==> src/rtl/wb_bram_loader.sv <==
// wb_bram_loader: packs a byte stream into big-endian words and writes them over Wishbone
module wb_bram_loader #(
  parameter logic [31:0] base_adr   = 32'h0000_0000,
  parameter int unsigned word_count = 512
) (
  input  logic        clk_i,
  input  logic        rst_i,
  input  logic        start_i,
  input  logic        abort_i,
  input  logic [7:0]  rx_data_i,
  input  logic        rx_valid_i,
  output logic        rx_ready_o,
  output logic        wb_cyc_o,
  output logic        wb_stb_o,
  output logic        wb_we_o,
  output logic [31:0] wb_adr_o,
  output logic [31:0] wb_dat_o,
  output logic [3:0]  wb_sel_o,
  input  logic        wb_ack_i,
  output logic        busy_o,
  output logic        done_o,
  output logic [31:0] words_o,
  output logic [31:0] sum_o
);
  typedef enum logic [2:0] {IDLE, COLLECT, WRITE, GAP, DONE} state_t;
  state_t state_q, state_d;
  logic [1:0] cnt_q;
  logic [31:0] dat_q, adr_q, words_q, sum_q;
  logic cyc_q, rdy_q, busy_q, done_q;
  logic active, go, take, hit, last;
  always_comb begin
    active  = state_q inside {COLLECT, WRITE, GAP};
    go      = start_i && !abort_i && (state_q == IDLE || state_q == DONE);
    take    = !abort_i && state_q == COLLECT && rx_valid_i;
    hit     = !abort_i && state_q == WRITE && wb_ack_i;
    last    = words_q + 32'd1 == word_count;
    state_d = abort_i && active ? IDLE :
              go ? COLLECT :
              take && cnt_q == 2'd3 ? WRITE :
              hit ? (last ? DONE : GAP) :
              state_q == GAP ? COLLECT : state_q;
  end
  // outputs are registered from the next state so they line up with state_q
  always_ff @(posedge clk_i) begin
    if (rst_i) begin
      state_q <= IDLE;
      cnt_q   <= '0;
      dat_q   <= '0;
      adr_q   <= '0;
      words_q <= '0;
      sum_q   <= '0;
      cyc_q   <= 1'b0;
      rdy_q   <= 1'b0;
      busy_q  <= 1'b0;
      done_q  <= 1'b0;
    end else begin
      state_q <= state_d;
      cyc_q   <= state_d == WRITE;
      rdy_q   <= state_d == COLLECT;
      busy_q  <= state_d inside {COLLECT, WRITE, GAP};
      done_q  <= state_d == DONE;
      if (go) begin
        adr_q   <= {base_adr[31:2], 2'b00};
        words_q <= '0;
        sum_q   <= '0;
        cnt_q   <= '0;
      end
      if (abort_i && active) cnt_q <= '0;
      if (take) begin
        dat_q <= {dat_q[23:0], rx_data_i};
        cnt_q <= cnt_q + 2'd1;
      end
      if (hit) begin
        sum_q   <= sum_q + dat_q;
        words_q <= words_q + 32'd1;
        adr_q   <= adr_q + 32'd4;
      end
    end
  end
  assign rx_ready_o = rdy_q;
  assign wb_cyc_o   = cyc_q;
  assign wb_stb_o   = cyc_q;
  assign wb_we_o    = cyc_q;
  assign wb_sel_o   = {4{cyc_q}};
  assign wb_adr_o   = adr_q;
  assign wb_dat_o   = dat_q;
  assign busy_o     = busy_q;
  assign done_o     = done_q;
  assign words_o    = words_q;
  assign sum_o      = sum_q;
endmodule
==> config.mk <==
export PLATFORM = sky130hd
export DESIGN_NAME = wb_bram_loader
export DESIGN_NICKNAME = d
export VERILOG_FILES = /design/src/rtl/wb_bram_loader.sv
export SDC_FILE = /design/constraint.sdc
export NUM_CORES = 1
export LEC_CHECK = 0
export BUFFER_PORTS_ARGS = -buffer_cell sky130_fd_sc_hd__buf_2
export CORE_ASPECT_RATIO = 1.4
export CORE_MARGIN = 5
export CORE_UTILIZATION = 25
export CTS_CLUSTER_DIAMETER = 40
export DETAILED_ROUTE_END_ITERATION = 10
export PLACE_DENSITY_LB_ADDON = 0.2
export REMOVE_ABC_BUFFERS = 1
export SYNTH_ARGS = -nofsm -noshare
export SYNTH_HDL_FRONTEND = slang
export SYNTH_SLANG_ARGS = --single-unit
==> constraint.sdc <==
create_clock -name clk_i -period 2.49 [get_ports clk_i]
set_input_delay 0.498 -clock clk_i [delete_from_list [all_inputs] [get_ports clk_i]]
set_output_delay 0.498 -clock clk_i [all_outputs]
set_load 0.01 [all_outputs]
==> impl_metrics.env <==
export IMPL_fmax_mhz=376.6
export IMPL_maxSlewHeadroom=0.3136
export IMPL_critical_path_endpoint_type="flip-flop"
export IMPL_antenna_left=0
export IMPL_clock_latency_ps=450
export IMPL_cp_depth=11
export IMPL_p_per_area_nw_per_um2=423.8
export IMPL_max_stage_delay_ps=360
export IMPL_port_buffer_count=149
export IMPL_rsz0062_at_grt="yes"
export IMPL_tns_ps=-1264
export IMPL_viasPerCell=5.003
export IMPL_skew_ps=12.29
export IMPL_drt_total_wl_um=29320
export IMPL_core_area_um2=30900
export IMPL_power_mw=4.804
export IMPL_row_count=76
export IMPL_netlist_top_cells_area="dfxtp_1, nand2_1, a21oi_1"
export IMPL_hold_depth=3
export IMPL_tightest_slew_ps=1026
export IMPL_vdd_drop_max_mv=0.4378
export IMPL_wire_per_inst_um=17.10
export IMPL_r2r_setup_slack_ps=-170
export IMPL_cpMostUsedCell="a21o_1"
export IMPL_areaGrowthSynthToFinish_pct=44.18
export IMPL_synth_top_area_cell="dfxtp_1"
export IMPL_cts_clk_slew_worst_paths_ps=60
export IMPL_gp_congestion=0.8456
export IMPL_place_detailed_hpwl_um=21050
export IMPL_grtUsageTotal=0.1651
export IMPL_crit_required_ps=2860
export IMPL_hold_class="in2reg"
export IMPL_setup_viol=19
export IMPL_yosys_warnings=0
export IMPL_reg2reg_depth=11
export IMPL_drv_slew=0
export IMPL_worstPathArrival_ps=3030
export IMPL_hold_viol=0
export IMPL_setup_slack_ps=-165.1
export IMPL_netlist_instances=1023
export IMPL_synth_area_um2=7861
export IMPL_cts_buffers=17
export IMPL_grt_pass1_wl_um=46220
export IMPL_p_leak_nw=4.874
export IMPL_synth_top_area_share=0.3438
export IMPL_avgSynthCellArea_um2=7.685
export IMPL_async_flop_share=0
export IMPL_post_synth_top_count_cell="nand2_1"
export IMPL_nets=1362
export IMPL_path_cells="ha_4 > fa_2 > a21o_1 > a21o_1 > nand4_1 > nand2_2 > a211o_1 > a41o_4 > a2111oi_4 > a41oi_1 > a21oi_1"
export IMPL_utilization=0.3668
export IMPL_critPathSlowestCell="fa_2"
export IMPL_diodes=0
export IMPL_num_vias=8581
export IMPL_seq_area_frac_synth=0.3438
export IMPL_drc=0
export IMPL_synth_edf_count=0
export IMPL_start_util=0.2544
export IMPL_post_route_period_util=1.066
export IMPL_start_kind="flip-flop"
export IMPL_cts_tree="done"
export IMPL_drt_iter0_markers=440
export IMPL_fin_crit_ps=2655
export IMPL_root_buffer="clkbuf_16"
export IMPL_cts_sinks=135
export IMPL_ctsLongestPathBuffers=2
export IMPL_n_fill_cell=3301
export IMPL_worstPathMaxFanout=5
export IMPL_place_inst=1662
export IMPL_pin_count=152
export IMPL_globalRoute_totalOverflow=0
export IMPL_status="complete, but fails checks"
export IMPL_drv_cap=0
export IMPL_crit_buf_inv=0
export IMPL_fin_cells=1715
export IMPL_violations="setup timing"
export IMPL_cts_hold_buf=0
export IMPL_die_w_um=159.9
export IMPL_cp_top_family="compound AO/OA/AOI/OAI gates"
export IMPL_fp_dieArea_um2=35140
export IMPL_synth_seq_cells=135
export IMPL_grt_max_degree=74
export IMPL_synth_cell_types=78
export IMPL_die_h_um=219.8
export IMPL_yosys_top_cells_count="nand2_1, dfxtp_1, a21oi_1"
export IMPL_firstDrtPassIters=6
export IMPL_critPathKind="reg2reg"
export IMPL_antenna_found_initial=0
export IMPL_grt_pass1_vias=8518
export IMPL_synth_flop_cell="dfxtp_1"
export IMPL_cts_htree_levels=4
export IMPL_drive_gt1_frac=0.3645
==> per-stage QoR <==
stage,hold WS (ps),instance area [um2],setup WS (ps)
2_1_floorplan,469.5,7511,-3452
3_3_place_gp,478.0,10090,-383.2
3_5_place_dp,487.6,10090,-411.4
4_1_cts,252.5,11110,-137.1
5_1_grt,258.6,11330,-276.2
6_report,282.7,11330,-165.1
==> worst paths after layout <==
check,to,start
worst max-delay path,sum_o[24],sum_o[0]
worst min register to register,wb_dat_o[27],wb_dat_o[27]
worst min-delay path,wb_dat_o[3],rx_data_i[3]
worst max register to register,sum_o[24],sum_o[0]
==> state kept, by name, summed over array words and instances (netlist names), 2 cells and up <==
name      count
sum_o        32
wb_dat_o     32
state_q       3
cnt_q         2
words_o      32
wb_adr_o     30
==> worst reg2reg max path: cells and delay by family, from the launching register on <==
kind / cells / cell delay (ps)
adder cells (fa/ha/maj): 2 / 530
AND/OR/NAND/NOR: 2 / 200
AO/OA/AOI/OAI: 7 / 1530
flip-flops: 1 / 330
==> cells in the final DEF, fill, tap and decap left out, drive strengths merged, types with 5 or more instances in the layout <==
cell type and instances:
and3 14, o21ai 48, inv 17, xnor2 15, dfxtp 135, nand4b 8
nand4 12, or2 12, nor3 27, and2 5, nor2 94, a22oi 8
and4 5, a211oi 16, clkinvlp 5, a31oi 16, nor4 17, a21oi 112
clkbuf 19, or3 14, nand3b 5, xor2 10, or4 7, buf 341
nand3 64, ha 34, nand2 163, clkinv 5, o211ai 5, a311oi 10
a21o 11, mux2 7, o21a 10, nor3b 5, nor2b 5
==> layout make-up <==
class	count	area, um2	share of cell area
flip-flops and latches	135	2731	0.2410
multi-input cells	802	5196	0.4584
repair buffers	341	2311	0.2039
clock buffers	19	442.9	0.03908
clock inverters	12	105.1	0.009273
inverters	16	60.06	0.005299
well taps	390	488.0	0.04305
==> power by group <==
| part | switching [mW] | internal, mW |
|---|---|---|
| clock | 1.04 | 1.39 |
| sequential | 0.00443 | 2.17 |
| combinational | 0.139 | 0.0645 |
==> routing by layer <==
| layer | part of all wire | track usage | vias to the layer above |
|---|---|---|---|
| li1 | - | - | 4279 |
| met1 | 0.42 | 0.1913 | 4076 |
| met2 | 0.51 | 0.2997 | 191 |
| met3 | 0.043 | 0.03499 | 35 |
| met4 | 0.022 | 0.06112 | 0 |
| met5 | 0 | 0 | - |
==> what timing repair did <==
| action | CTS | global route |
|---|---|---|
| resized for setup | 81 | 42 |
| cloned | 0 | 0 |
| endpoints found under the hold margin | 0 | 0 |
| setup endpoints to repair | 23 | 28 |
| buffers inserted | 17 | 8 |
| pin swaps | 45 | 33 |
==> cell families (layout without fill, tap and decap cells) <==
group / count (synthesis) / count (layout) / synth area share
adder cells (fa/ha/maj): 35 / 35 / 0.05666
XOR/XNOR: 25 / 25 / 0.02785
multiplexers: 11 / 11 / 0.01512
flip-flops: 135 / 135 / 0.3438
buffers and inverters: 87 / 388 / 0.05268
other: 1 / 2 / 0.0004770
AND/OR/NAND/NOR: 463 / 463 / 0.2924
AO/OA/AOI/OAI: 266 / 266 / 0.2110
No activity file was read; power rests on OpenSTA's default activity.
